### src/rtl/throw_trajectory.sv
// -----------------------------------------------------------------------------
// throw_trajectory
//
// Projectile motion generator. A launch strobe latches the throw force into a
// horizontal speed (leftward) and an upward vertical speed. The position then
// advances once per video frame under constant gravity. The flight ends on
// reaching the ground line or on crossing the left screen edge. After a
// landing the position is frozen for HOLD_FRAMES frames before the block
// returns to idle at the launch point.
//
// Optional feature macro: THROW_WIND_EN adds a signed wind input that biases
// the horizontal step (clamped to 0..127) and is sampled on every frame tick.
//
// Ports:
//   clk            in   system clock
//   rst            in   synchronous active-high reset
//   throw_start    in   one-cycle launch strobe (accepted only in idle)
//   throw_force    in   [9:0] launch force, sampled with an accepted launch
//   frame_tick     in   one-cycle pulse per video frame
//   wind           in   [3:0] signed wind (THROW_WIND_EN builds only)
//   proj_x         out  [10:0] projectile x, unsigned
//   proj_y         out  [15:0] projectile y, signed
//   proj_active    out  high while in flight
//   busy           out  high while in flight or holding after landing
//   landed         out  one-cycle pulse when the flight ends
//   out_of_bounds  out  sticky: last flight ended at the left edge
// -----------------------------------------------------------------------------
module throw_trajectory #(
  parameter int X_START     = 900,
  parameter int Y_START     = 380,
  parameter int GROUND_Y    = 700,
  parameter int GRAVITY     = 1,
  parameter int HOLD_FRAMES = 30
) (
  input  logic               clk,
  input  logic               rst,
  input  logic               throw_start,
  input  logic [9:0]         throw_force,
  input  logic               frame_tick,
`ifdef THROW_WIND_EN
  input  logic signed [3:0]  wind,
`endif
  output logic [10:0]        proj_x,
  output logic signed [15:0] proj_y,
  output logic               proj_active,
  output logic               busy,
  output logic               landed,
  output logic               out_of_bounds
);

  localparam logic [1:0] S_IDLE   = 2'd0;
  localparam logic [1:0] S_FLIGHT = 2'd1;
  localparam logic [1:0] S_LANDED = 2'd2;
  localparam int         HCW      = $clog2(HOLD_FRAMES + 1);

  logic [1:0]         r_state;
  logic [10:0]        r_x;
  logic signed [15:0] r_y;
  logic [6:0]         r_vx;
  logic signed [9:0]  r_vy;
  logic [HCW-1:0]     r_hold_cnt;
  logic               r_active;
  logic               r_busy;
  logic               r_landed;
  logic               r_oob;

  logic [6:0]         w_step;
  logic signed [11:0] w_nx;
  logic signed [15:0] w_ny;
  logic signed [10:0] w_vy_inc;
  logic signed [9:0]  w_vy_next;
  logic               w_unused;

  // The two low force bits never reach either velocity component.
  assign w_unused = ^throw_force[1:0];

`ifdef THROW_WIND_EN
  logic signed [8:0] w_step_raw;

  // Wind-adjusted horizontal step, clamped so the projectile never moves right.
  always_comb begin
    w_step_raw = $signed({2'b00, r_vx}) + 9'(wind);
    if (w_step_raw < 9'sd0) begin
      w_step = 7'd0;
    end else if (w_step_raw > 9'sd127) begin
      w_step = 7'd127;
    end else begin
      w_step = w_step_raw[6:0];
    end
  end
`else
  assign w_step = r_vx;
`endif

  // Candidate next position and gravity-updated vertical speed (saturating).
  // x only spans -127..2047 after one step, so 12 signed bits are exact.
  always_comb begin
    w_nx     = $signed({1'b0, r_x}) - $signed({5'b00000, w_step});
    w_ny     = r_y + 16'(r_vy);
    w_vy_inc = 11'(r_vy) + $signed(11'(GRAVITY));
    if (w_vy_inc > 11'sd511) begin
      w_vy_next = 10'sd511;
    end else begin
      w_vy_next = w_vy_inc[9:0];
    end
  end

  // Flight state machine, position/velocity registers and status flags.
  always_ff @(posedge clk) begin
    if (rst) begin
      r_state    <= S_IDLE;
      r_x        <= 11'(X_START);
      r_y        <= 16'(Y_START);
      r_vx       <= 7'd0;
      r_vy       <= 10'sd0;
      r_hold_cnt <= '0;
      r_active   <= 1'b0;
      r_busy     <= 1'b0;
      r_landed   <= 1'b0;
      r_oob      <= 1'b0;
    end else begin
      r_landed <= 1'b0;
      case (r_state)
        S_IDLE: begin
          r_x        <= 11'(X_START);
          r_y        <= 16'(Y_START);
          r_hold_cnt <= '0;
          if (throw_start) begin
            r_state  <= S_FLIGHT;
            r_vx     <= throw_force[9:3];
            r_vy     <= 10'sd0 - $signed({2'b00, throw_force[9:2]});
            r_oob    <= 1'b0;
            r_active <= 1'b1;
            r_busy   <= 1'b1;
          end
        end
        S_FLIGHT: begin
          if (frame_tick) begin
            // Left edge takes priority over the ground line.
            if (w_nx < 12'sd0) begin
              r_x      <= 11'd0;
              r_y      <= w_ny;
              r_oob    <= 1'b1;
              r_landed <= 1'b1;
              r_active <= 1'b0;
              r_state  <= S_LANDED;
            end else if (w_ny >= $signed(16'(GROUND_Y))) begin
              r_x      <= w_nx[10:0];
              r_y      <= 16'(GROUND_Y);
              r_landed <= 1'b1;
              r_active <= 1'b0;
              r_state  <= S_LANDED;
            end else begin
              r_x  <= w_nx[10:0];
              r_y  <= w_ny;
              r_vy <= w_vy_next;
            end
          end
        end
        S_LANDED: begin
          if (frame_tick) begin
            if (r_hold_cnt == HCW'(HOLD_FRAMES - 1)) begin
              r_hold_cnt <= '0;
              r_busy     <= 1'b0;
              r_x        <= 11'(X_START);
              r_y        <= 16'(Y_START);
              r_state    <= S_IDLE;
            end else begin
              r_hold_cnt <= r_hold_cnt + HCW'(1);
            end
          end
        end
        default: begin
          r_state    <= S_IDLE;
          r_hold_cnt <= '0;
          r_active   <= 1'b0;
          r_busy     <= 1'b0;
        end
      endcase
    end
  end

  assign proj_x        = r_x;
  assign proj_y        = r_y;
  assign proj_active   = r_active;
  assign busy          = r_busy;
  assign landed        = r_landed;
  assign out_of_bounds = r_oob;

endmodule

### config.mk
export PLATFORM = sky130hd
export DESIGN_NAME = throw_trajectory
export DESIGN_NICKNAME = d
export VERILOG_FILES = /design/src/rtl/throw_trajectory.sv
export SDC_FILE = /design/constraint.sdc
export NUM_CORES = 1
export LEC_CHECK = 0
export ABC_CLOCK_PERIOD_IN_PS = 8700
export CAP_MARGIN = 20
export CORE_MARGIN = 2
export CORE_UTILIZATION = 35
export CTS_CLUSTER_SIZE = 24
export DETAILED_ROUTE_END_ITERATION = 7
export PLACE_DENSITY = 0.55
export SLEW_MARGIN = 5
export SYNTH_ARGS = -nofsm -noshare
export SYNTH_HDL_FRONTEND = slang
export SYNTH_SLANG_ARGS = --single-unit
### constraint.sdc
create_clock -name clk -period 8.7 [get_ports clk]
set_clock_uncertainty 0.2 [all_clocks]
set_input_delay 2.61 -clock clk [delete_from_list [all_inputs] [get_ports clk]]
set_output_delay 2.61 -clock clk [all_outputs]
set_load 0.02 [all_outputs]
==> After elaboration in Yosys (flattened, before gate mapping) <==
Index checks and enable logic that the tools add are counted.
{ "op_classes": {"addsub": 5, "order_cmp": 3, "eq_ne": 11, "n_mux": 41, "bitwise": 3, "reduce_logical": 12} }
{ "ops": {"columns": ["cell", "n"], "rows": [
  ["two-way mux 16 bit", 5],
  ["two-way mux 10 bit", 5],
  ["one-hot mux 16 bit (3 select lines)", 1],
  ["two-way mux 11 bit", 4],
  ["one-hot mux 11 bit (3 select lines)", 1],
  ["one-hot mux 10 bit (2 select lines)", 1],
  ["adder 16 x 10 -> 16 bit", 1],
  ["greater-or-equal comparator 16 x 11 -> 1 bit, second input constant", 1],
  ["AND reduction 4 bit", 4],
  ["!= test 2 bit, second input constant", 7],
  ["< comparator 12 x 1 -> 1 bit, second input constant", 1],
  ["two-way mux 2 bit", 6],
  ["subtractor 11 x 7 -> 12 bit", 1],
  ["adder 10 x 2 -> 11 bit, second input constant", 1],
  ["greater-than comparator 11 x 10 -> 1 bit, second input constant", 1],
  ["two-way mux 1 bit", 11],
  ["two-way mux 5 bit", 2],
  ["one-hot mux 5 bit (2 select lines)", 1],
  ["AND reduction 5 bit", 2],
  ["subtractor 1 x 8 -> 9 bit, first input constant", 1],
  ["one-hot mux 1 bit (3 select lines)", 2],
  ["one-hot mux 2 bit (3 select lines)", 1],
  ["adder 5 x 1 -> 5 bit, second input constant", 1],
  ["equality test 5 bit, second input constant", 1],
  ["other kinds (10)", 13]
]} }
{ "word_totals": {"regBits": 55, "input_bits": 14, "out_inout_bits": 31, "wordCells": 85} }

==> Longest topological paths before layout <==
Gate-level depths: netlist (run 1).
{ "logic_depth": {"depth_word": 7, "mapped_depth": 12, "ltp_nobuf": 12} }

==> Worst setup path before layout (run 1) <==
OpenSTA, ideal clock, no wires.
{ "synth_timing": {"kind": "input port to flip-flop", "startpoint": "in frame_tick", "endpoint": "reg r_vy[2]", "setup_time_ns": 0.095, "arrival_ns": 3.780, "t_required_ns": 8.405, "setup_slack_ns": 4.625, "cell_stages": 5, "n_path_buf": 0, "cell_sequence": "nand2_1 a2111o_1 a2111o_1 a21o_1 a221oi_1"} }
{ "synth_via": {"elab_chain_len": 2} }
{ "synth_lines": {"columns": ["element", "line_no", "source"], "rows": [
  ["start, declared", "39", "input logic frame_tick,"],
  ["!= test 2 bit (no source line)", null, null],
  ["AND reduction 5 bit (no source line)", null, null],
  ["end signal, assigned", "131", "r_vy <= 10'sd0 - $signed({2'b00, throw_force[9:2]});"],
  ["end signal, assigned", "156", "r_vy <= w_vy_next;"],
  ["end, declared", "60", "logic signed [9:0] r_vy;"]
]} }
No other way between the ends.
A chain may end at the register's enable or synchronous reset.

==> Worst setup path in the final report (run 1) <==
{ "layout_timing": {"startpoint": "in frame_tick", "endpoint": "reg r_vy[8]"} }
Same word-level chain as after synthesis.

==> qor.txt, run 1 <==
Worst EP required = 8.73 ns
GR Layer Usage met2 = 0.291
Count of final max-slew check failures = 0
Avg Cell Area, Syn = 7.94 um2
Post-CTS setup buffers = 0
Mapped Cells = 500
All-layer global routing usage = 0.178
CP Class = input port to register
Vias in the first global route = 3691
Placed instance count = 666
PD cells = 200 mW/mm2
Netlist cell types = 69
Non-Filler Instances = 674
First-pass GRT wire length = 18.2 mm
Avg WL per Cell = 16.2 um
Lkg Pwr = 0.00175 uW
Core area = 0.0109 mm2
Remaining antenna violation count = 0
CTS max path bufs = 2
Worst-path clk slew = 0.08 ns
Syn nets = 543
Hold slack = 0.263 ns
RSZ-0062 raised after global routing = false
1st-iter DRT viols = 227
Synth warn = 0
CTS Sinks = 55
Sequential-to-total area share from yosys stat = 0.277
Crit path DAT = 4.90 ns
Most Used Layer, Global Route = met2
CTS resizes = 0
Hold_buf cts = 0
Final Wtd Congestion = 0.891
GR Util met3 = 0.0263
P&R area growth vs syn = 17.0%
Cell area after layout = 0.00465 mm2
Max Cap Viol = 0
Clk_lat worst skew = 0.30 ns
Die width = 111 um
Nets = 576
Power Total = 929 uW
Diodes inserted = 0
Via count = 3855
Clock Tree Root = clkbuf_16
Initial antenna violation count = 0
Post-synth ARST share = 0
Main synth FF type = dfxtp_1
I/O pin total = 45
DRC = 0
Run status = complete, no violations
Worst Tran Pin Value = 0.987 ns
Area post-placement = 0.00450 mm2
Fin crit share = 0.560
Met1 usage = 0.245
Final Hold Vio Count = 0
FP Rows = 38
HP Class = register to register
Initial Util = 0.363
VDD IR-drop max = 0.0870 mV
Die footprint = 0.0122 mm2
TritonCTS buffer count = 5
Die H = 111 um
Final HPWL DP = 8.23 mm
Fraction of layout cells with a size suffix above 1 = 0.0524
Drt via density = 5.72
CTS tree = done
PortBufs = 42
Crit end category = register
Mapped cell area = 0.00397 mm2
GRT overflow = 0
Max FO, Critical Path = 9
Commonest non-fill, non-tap cells in the layout = nand2_1, dfxtp_1, clkdlybuf4s50_1, nor2_1, o21ai_0
Setup TNS = 0 ns
Largest net degree at the start of global routing = 50
Worst Setup Start Kind = input port
EDFF count, synth = 0
H-tree depth = 2
Normalized max-slew margin = 0.338
Synth Register Bits = 55
Final wirelength = 10.9 mm
Most common cell after layout, fill and taps aside = nand2_1
FMAX = 0.205 GHz
Final setup fails = 0
Tmin final = 4.87 ns
First-pass DRT Iterations = 5
==> cells by family (layout without fill, tap and decap cells) <==
group           after synthesis  in the layout  share of synthesized area
compound gates              162            162                      0.292
xor+xnor                     31             31                     0.0684
fa+ha+maj                    29             29                     0.0952
buf+inv                      45             79                     0.0479
flops                        55             55                      0.277
mux                           3              3                    0.00756
simple gates                175            175                      0.211
==> cells in the mapped netlist, types with 3 or more instances <==
cell type  number  area share
dfxtp_1        55        0.28
nor2_1         39       0.037
nor4_1          3      0.0047
a22oi_1         9       0.017
o32a_1          4       0.010
a21o_1          7       0.013
or3_1           5      0.0079
ha_1           27       0.085
o22ai_1         5      0.0079
and2_1          3      0.0047
nor3_1         13       0.016
a211oi_1        6       0.011
or2_2           4      0.0063
nand2_1        58       0.055
a21oi_1        32       0.040
a31oi_1         8       0.013
o21bai_1        3      0.0057
and3_1          4      0.0063
nor2b_1         6      0.0095
inv_1          25       0.024
nand3_1        16       0.020
o21a_1          7       0.013
a221oi_1        6       0.013
xnor2_1        16       0.035
o21ai_0        33       0.042
mux2i_1         3      0.0076
o311ai_0        5       0.011
clkbuf_1       13       0.012
a211o_1         5       0.011
nand2b_1        9       0.014
xor2_1         15       0.033
nand4_1         3      0.0047
==> through the flow <==
stage                util  worst slack (ns)
finish              0.425              3.83
global route        0.425              3.68
global placement    0.411              3.58
detailed placement  0.411              3.57
CTS                 0.425              3.88
floorplan               -              4.62
==> worst max-delay path, cell delays in order <==
cell	delay (ns)
clkdlybuf4s50_1	0.65
nand2_1	0.25
a21oi_1	0.66
a21oi_1	0.25
nand2_2	0.26
mux2i_1	0.22
==> cell type report <==
cell class              instances  area [um2]
clock buffers                   5         125
clock inverters                 3        25.0
fillers                      1124        6290
inverters                      26        97.6
multi-input cells             400        2680
flip-flops and latches         55        1100
well taps                     140         175
repair buffers                 45         443
==> flip-flops by register name, indices dropped and copies added, names as in the netlist <==
| signal | count |
|---|---|
| proj_y | 16 |
| proj_x | 11 |
| r_vy | 10 |
| r_vx | 7 |
| r_hold_cnt | 5 |
| r_state | 2 |
| busy | 1 |
| landed | 1 |
| out_of_bounds | 1 |
| proj_active | 1 |
==> layer usage <==
| layer | routed length [um] | part of all wire |
|---|---|---|
| met1 | 5380 | 0.49 |
| met2 | 4990 | 0.46 |
| met3 | 397 | 0.036 |
| met4 | 177 | 0.016 |
| met5 | 0 | 0 |
==> report_power, final <==
| part | leakage, uW | internal, uW | switching, uW |
|---|---|---|---|
| combinational | 0.00123 | 161 | 248 |
| sequential | 0.000448 | 274 | 30.5 |
| clock | 0.0000708 | 109 | 106 |
| total | 0.00175 | 545 | 385 |
==> worst paths after layout <==
| path | depth (start not counted) | slack [ns] | to | start |
|---|---|---|---|---|
| worst min register to register | 2 | 0.26 | r_vx[2]$_SDFFE_PP0P_ | r_vx[2]$_SDFFE_PP0P_ |
| worst max-delay path | 6 | 3.83 | r_vy[8]$_SDFFE_PP0P_ | frame_tick |
| worst min-delay path | 2 | 0.26 | r_vx[2]$_SDFFE_PP0P_ | r_vx[2]$_SDFFE_PP0P_ |
| worst max register to register | 10 | 4.72 | proj_y[11]$_SDFFE_PP0P_ | r_vy[0]$_SDFFE_PP0P_ |
(Power assumes the default switching activity.)
==> run 2: changes to the inputs <==
Settings changed: ABC_CLOCK_PERIOD_IN_PS 8700 to 4520.
Clock period 8.7 ns to 4.52 ns, I/O delays scaled along.
==> run 2 against run 1 <==
Final cell count is 0.74% higher. Flip-flop and latch count stayed put. Combinational power is 94% higher. Hold slack worse by 0.0069 ns. Sequential power is 93% higher. Count of clock-buffer cells in the layout stayed put. Critical endpoint is now proj_y[2]$_SDFFE_PP1P_. Largest cell class unchanged. Largest power group unchanged. Highest routed layer unchanged.
==> qor.txt, run 2 (same netlist as run 1, synthesis figures left out) <==
Clk_lat worst skew = 0.30 ns
First-pass DRT Iterations = 4
DRC = 0
Lkg Pwr = 0.00178 uW
H-tree depth = 2
Tmin final = 3.92 ns
Worst Setup Start Kind = register
Drt via density = 5.58
Worst reg2reg path depth = 11
Via count = 3787
CTS Sinks = 55
Hold_buf cts = 0
FMAX = 0.255 GHz
CTS tree = done
Worst Tran Pin Value = 0.909 ns
Fin crit share = 0.867
Worst Hold End = r_vx[3]$_SDFFE_PP0P_
Crit end category = register
Run status = complete, no violations
PortBufs = 42
P&R area growth vs syn = 18.0%
Area post-placement = 0.00453 mm2
Initial antenna violation count = 0
Nets = 581
Final Wtd Congestion = 0.906
Final HPWL DP = 8.22 mm
Max Used Layer = met4
Cell area after layout = 0.00468 mm2
VDD IR-drop max = 0.216 mV
CTS resizes = 0
CTS max path bufs = 2
Largest net degree at the start of global routing = 49
Count of final max-slew check failures = 0
1st-iter DRT viols = 280
Avg WL per Cell = 15.8 um
PD cells = 383 mW/mm2
First-pass GRT wire length = 18.2 mm
Commonest non-fill, non-tap cells in the layout = nand2_1, dfxtp_1, clkdlybuf4s50_1, nor2_1, o21ai_0
Diodes inserted = 0
Hold Startpoint = r_vx[3]$_SDFFE_PP0P_
Metal-1 WL = 5.36 mm
Post-CTS setup buffers = 0
CP Class = register to register
RSZ-0062 raised after global routing = false
Met2 WL = 4.93 mm
FP Rows = 38
Normalized max-slew margin = 0.392
HP Class = register to register
All-layer global routing usage = 0.178
Die width = 111 um
Worst-path clk slew = 0.08 ns
Setup TNS = 0 ns
Vias in the first global route = 3665
Initial Util = 0.363
Met3 WL = 332 um
RR Endpoint = proj_y[2]$_SDFFE_PP1P_
Final wirelength = 10.7 mm
Most common cell after layout, fill and taps aside = nand2_1
GRT overflow = 0
Die H = 111 um
TritonCTS buffer count = 5
Final setup fails = 0
Core area = 0.0109 mm2
Clock Tree Root = clkbuf_16
R2R Setup Slk = 0.60 ns
Max Cap Viol = 0
Max FFs per register = 16
Fraction of layout cells with a size suffix above 1 = 0.0612
Worst EP required = 4.50 ns
Crit path DAT = 3.90 ns
Final Hold Vio Count = 0
Die footprint = 0.0122 mm2
Hold Crit Depth = 2
Critical R2R Launch = r_vy[0]$_SDFFE_PP0P_
Max FO, Critical Path = 14
Remaining antenna violation count = 0
I/O pin total = 45
-- run 2: cell types whose count changed in the layout (fill, tap and decap cells not counted), sizes merged --
| cell | before | now |
|---|---|---|
| buf | 3 | 8 |
| clkinvlp | 1 | 0 |
| clkinv | 1 | 2 |
-- run 2: worst max path at each step --
stage                           start                      to  slack (ns)
2_1_floorplan  proj_y[0]$_SDFFE_PP0P_  proj_y[6]$_SDFFE_PP1P_        1.17
3_3_place_gp     r_vy[0]$_SDFFE_PP0P_  proj_y[2]$_SDFFE_PP1P_        0.73
3_5_place_dp     r_vy[0]$_SDFFE_PP0P_  proj_y[2]$_SDFFE_PP1P_        0.67
4_1_cts          r_vy[0]$_SDFFE_PP0P_  proj_y[2]$_SDFFE_PP1P_        0.63
5_1_grt          r_vy[0]$_SDFFE_PP0P_  proj_y[2]$_SDFFE_PP1P_        0.39
6_report         r_vy[0]$_SDFFE_PP0P_  proj_y[2]$_SDFFE_PP1P_        0.60
-- run 2: worst max-delay path, stage by stage (launching register included) --
cell and delay (ns):
dfxtp_1 0.41, ha_1 0.29, fa_1 0.46, a21oi_2 0.20, o211ai_1 0.16, a31o_1 0.27
or3_1 0.37, a21o_1 0.23, a2111oi_4 0.54, nor3_2 0.08, buf_4 0.21, o32a_1 0.37
-- run 2: cell type report --
class / count / area [um2]
Sequential cell: 55 / 1100
Multi-Input combinational cell: 400 / 2680
Inverter: 26 / 97.6
Clock inverter: 3 / 26.3
Tap cell: 140 / 175
Fill cell: 1125 / 6250
Timing Repair Buffer: 50 / 480
Clock buffer: 5 / 125
-- run 2: through the flow --
stage | power (uW) | instances | setup slack [ns] | hold WS (ns) | util
6_report | 1790 | 679 | 0.602 | 0.256 | 0.428
5_1_grt | 1930 | 679 | 0.390 | 0.282 | 0.428
4_1_cts | 1800 | 679 | 0.627 | 0.259 | 0.428
3_5_place_dp | 1390 | 671 | 0.665 | 0.247 | 0.415
3_3_place_gp | 1380 | 671 | 0.726 | 0.250 | 0.415
2_1_floorplan | 1180 | 500 | 1.17 | 0.236 | -
-- run 2: metal layers --
metal / vias to the layer above / global-route usage
li1: 1918 / -
met1: 1785 / 0.249
met2: 73 / 0.290
met3: 11 / 0.0263
met4: 0 / 0.0358
met5: - / 0
-- run 2: power by group --
| part | switching [uW] | leakage (uW) | internal, uW |
|---|---|---|---|
| clock network | 199 | 0.0000748 | 211 |
| registers | 59.0 | 0.000448 | 527 |
| logic | 472 | 0.00125 | 324 |
==> run 3: changes to the inputs <==
Settings changed: SLEW_MARGIN 5 to unset.
==> results of run 3 <==
No change in the layout: final DEF, timing and power equal those of run 2.
==> variant 1, RTL diff (config.mk and constraints of run 2) <==
Compare `r_hold_cnt` against `HCW'(HOLD_FRAMES - 1)` with >= in place of ==.
--- a/src/rtl/throw_trajectory.sv
+++ b/src/rtl/throw_trajectory.sv
@@ -159,7 +159,7 @@
         end
         S_LANDED: begin
           if (frame_tick) begin
-            if (r_hold_cnt == HCW'(HOLD_FRAMES - 1)) begin
+            if (r_hold_cnt >= HCW'(HOLD_FRAMES - 1)) begin
               r_hold_cnt <= '0;
               r_busy     <= 1'b0;
               r_x        <= 11'(X_START);
Formal check against the unedited RTL: no difference found for any inputs over 4 cycles, from zero or initial values and one cycle with rst high; that may be too few to reach the edited logic, so the function may still have changed.
==> variant 1 against run 2 <==
- final area fell by 2.6%
- area after synthesis fell by 0.88%
- non-clock buffer count fell by 1
- sequential share of layout area rose by 0.63 points
- maximum frequency fell by 1.4%
- sequential power rose by 2%
- power fell by 2.5%
- sequential cell count did not move
- worst setup slack got worse by 0.056 ns
- critical path depth fell by 1
- first-iteration DRC count fell by 33%
- wire length fell by 1.3%
- critical path type unchanged
- critical endpoint is now proj_y[0]
- largest power group unchanged
- highest routed layer unchanged
==> variant 1: results (changes against run 2) <==
Distinct cells, synth=71 (was 69); WL met3=352 microns (was 332 microns); vias in the first global route=3357 (was 3665); Worst EP arrival=4.04 ns (was 3.90 ns); leakage power=1.70 nW (was 1.78 nW); R2R cell count=10 (was 11); DRT Wirelength=10.6 mm (was 10.7 mm); CP max-delay cell=or4_1 (was a2111oi_4); global-route wire length before repair=17.1 mm (was 18.2 mm); sequential area share after synthesis=0.280 (was 0.277); total vias in the final route=3656 (was 3787); fraction of layout cells with a size suffix above 1=0.0578 (was 0.0612); Post-Synthesis Net Count=532 (was 543); Max FO, Critical Path=11 (was 14); PortBufs=42 (unchanged); Comb pwr share=0.485 (was 0.444); Layout non-clock buf frac=0.104 (was 0.103); Layout fillers=1099 (was 1125); Flop pwr share=0.343 (was 0.327); final net count=561 (was 581); clk tree area frac=0.0195 (was 0.0323); FF-to-FF End=proj_y[0] (was proj_y[2]); Net Sw Power=0.755 mW (was 0.730 mW); Post-Route M1 WL=5.18 mm (was 5.36 mm); clk root buf=clkbuf_8 (was clkbuf_16); invs w/o clock=19 (was 26); worst-skew pair later-pin latency=0.33 ns (was 0.30 ns); Rel. slew slack=0.439 (was 0.392); Multi-In Gates=388 (was 400); flop2flop setup slack=0.55 ns (was 0.60 ns); Clock Pin Slew Worst Setup and Hold Paths=0.12 ns (was 0.08 ns); Non-clk bufs=49 (was 50); worst setup path endpoint=proj_y[0] (was proj_y[2]); Global Route Usage Sum=0.179 (was 0.178); status=complete, no violations (unchanged); GPL Wtd Cong=0.871 (was 0.906); post-DP HPWL=7.92 mm (was 8.22 mm); met2 routed wirelength=4.99 mm (was 4.93 mm); Synth top cells by count=55 x dfxtp_1, 51 x nor2_1, 48 x a21oi_1 (was 58 x nand2_1, 55 x dfxtp_1, 39 x nor2_1); Tot Pwr=1.75 mW (was 1.79 mW); min-delay src=r_vx[5] (was r_vx[3]); Clock buffer cells=6 (was 5)
## variant 1: layer usage
metal	GRT usage	up-vias
li1	-	1858
met1	0.251	1728
met2	0.292	65
met3	0.0235	5
met4	0.0407	0
met5	0	-
## variant 1: cells by family (layout without fill, tap and decap cells)
group | after synthesis | in the layout | synth area share
AND/OR/NAND/NOR | 162 | 162 | 0.207
AO/OA/AOI/OAI | 160 | 160 | 0.288
flip-flops | 55 | 55 | 0.280
buffers and inverters | 46 | 76 | 0.0461
XOR/XNOR | 33 | 33 | 0.0735
adder cells (fa/ha/maj) | 29 | 29 | 0.0960
multiplexers | 4 | 4 | 0.0102
## variant 1: stage by stage
step,instance area (sq um),worst slack [ns],std cells,hold slack [ns],util
final,4560,0.546,659,0.265,0.419
after global routing,4560,0.424,659,0.284,0.419
after floorplan,3940,1.06,489,0.236,-
after global placement,4470,0.569,651,0.246,0.411
after detailed placement,4470,0.571,651,0.251,0.411
after CTS,4560,0.549,659,0.268,0.419
==> variant 2, RTL diff (flow settings as in run 2) <==
Without the edit above. Set the parameter `HOLD_FRAMES` to 60 (it was 30).
--- a/src/rtl/throw_trajectory.sv
+++ b/src/rtl/throw_trajectory.sv
@@ -30,7 +30,7 @@
   parameter int Y_START     = 380,
   parameter int GROUND_Y    = 700,
   parameter int GRAVITY     = 1,
-  parameter int HOLD_FRAMES = 30
+  parameter int HOLD_FRAMES = 60
 ) (
   input  logic               clk,
   input  logic               rst,
Function: no difference found for any inputs over 4 cycles, from zero or initial values and one cycle with rst high; that may be too few to reach the edited logic, so the function may still have changed.
==> variant 2 against run 2 <==
- sequential cell count rose by 1
- sequential share of layout area rose by 1.9 points
- area after synthesis fell by 5.1%
- worst setup slack improved by 0.27 ns
- maximum frequency rose by 7.4%
- wire length fell by 8.5%
- final area fell by 5.6%
- power fell by 13%
- die area fell by 4.9%
- global-route usage fell by 0.063 points
- sequential power rose by 0.7%
- count of clock-buffer cells in the layout rose by 1
- clock power fell by 36%
==> variant 2: results (changes against run 2) <==
Register Area=1120 sq um (was 1100 sq um); CP max-delay cell=fa_1 (was a2111oi_4); Multi-In Gates=379 (was 400); fraction of area in multi-input gates=0.565 (was 0.572); Post-DP Area=4340 sq um (was 4530 sq um); Max FO, Critical Path=9 (was 14); invs w/o clock=20 (was 26); fin util=0.426 (was 0.428); placed instance count=641 (was 671); number of DRC markers in iteration 0=194 (was 280); clk root buf=clkbuf_8 (was clkbuf_16); mux cell area share after synthesis=0.0186 (was 0.00756); leading post-synthesis cells by cell area=dfxtp_1 30%, ha_1 8.6%, a21oi_1 5.2% (was dfxtp_1 28%, ha_1 8.5%, nand2_1 5.5%); global-route wire length before repair=16.6 mm (was 18.2 mm); Layout fillers=1090 (was 1125); cells after synthesis=473 (was 500); GPL Wtd Cong=0.894 (was 0.906); sequential cell count=56 (was 55); status=complete, no violations (unchanged); leakage power=1.60 nW (was 1.78 nW); Synth top cells by count=56 x dfxtp_1, 51 x nor2_1, 45 x nand2_1 (was 58 x nand2_1, 55 x dfxtp_1, 39 x nor2_1); post-DR wirelength/cell=15.2 microns (was 15.8 microns); final net count=554 (was 581); largest net degree at the start of global routing=25 (was 49); CP max stage delay=0.43 ns (was 0.54 ns); Rel. slew slack=0.362 (was 0.392); Clock buffer cells=6 (was 5); post-DP HPWL=7.53 mm (was 8.22 mm); Post-Synthesis Net Count=515 (was 543); vias in the first global route=3447 (was 3665); Adder-Cell Fraction of Synth Area=0.0970 (was 0.0952); final cell count without fillers=648 (was 679); Global Route Usage Sum=0.177 (was 0.178)
[variant 2: cell types whose count changed in the layout (fill, tap and decap cells not counted), moves of 6 or more]
cell / run 2 / this run
a211oi_1: 6 / 16
a21oi_1: 32 / 39
a221oi_1: 6 / 0
a22o_1: 0 / 8
a22oi_1: 9 / 3
nand2_1: 58 / 45
nor2_1: 39 / 51
o21ai_0: 33 / 20
xor2_1: 15 / 8
[variant 2: final timing paths]
| kind | start | end | slack, ns | cells after the start |
|---|---|---|---|---|
| max reg2reg | r_vy[0] | r_vy[2] | 0.87 | 11 |
| min | r_hold_cnt[1] | r_hold_cnt[1] | 0.28 | 2 |
| max | r_vy[0] | r_vy[2] | 0.87 | 11 |
| min reg2reg | r_hold_cnt[1] | r_hold_cnt[1] | 0.28 | 2 |
[variant 2: routing by layer]
metal,up-vias,routed length [microns],global-route usage,part of all wire
met1,1685,4770,0.236,0.49
met2,69,4590,0.303,0.47
met4,0,101,0.0330,0.010
met5,-,0,0,0
met3,6,366,0.0272,0.037
li1,1824,-,-,-
[variant 2: power breakdown]
| part | leakage, nW | switching [mW] | internal, mW |
|---|---|---|---|
| clock | 0.0410 | 0.158 | 0.106 |
| combinational | 1.10 | 0.416 | 0.291 |
| sequential | 0.456 | 0.0544 | 0.536 |
[variant 2: metrics by stage]
stage	hold WS, ns	setup slack (ns)
detailed placement	0.272	0.789
global route	0.303	0.659
CTS	0.287	0.849
finish	0.279	0.870
floorplan	0.244	1.31
global placement	0.259	0.784
[variant 2: critical path: cells and delay by family, from the launching register on]
family / cells / cell delay (ns)
flops: 1 / 0.40
compound gates: 6 / 1.37
simple gates: 2 / 0.68
fa+ha+maj: 2 / 0.69
xor+xnor: 1 / 0.18
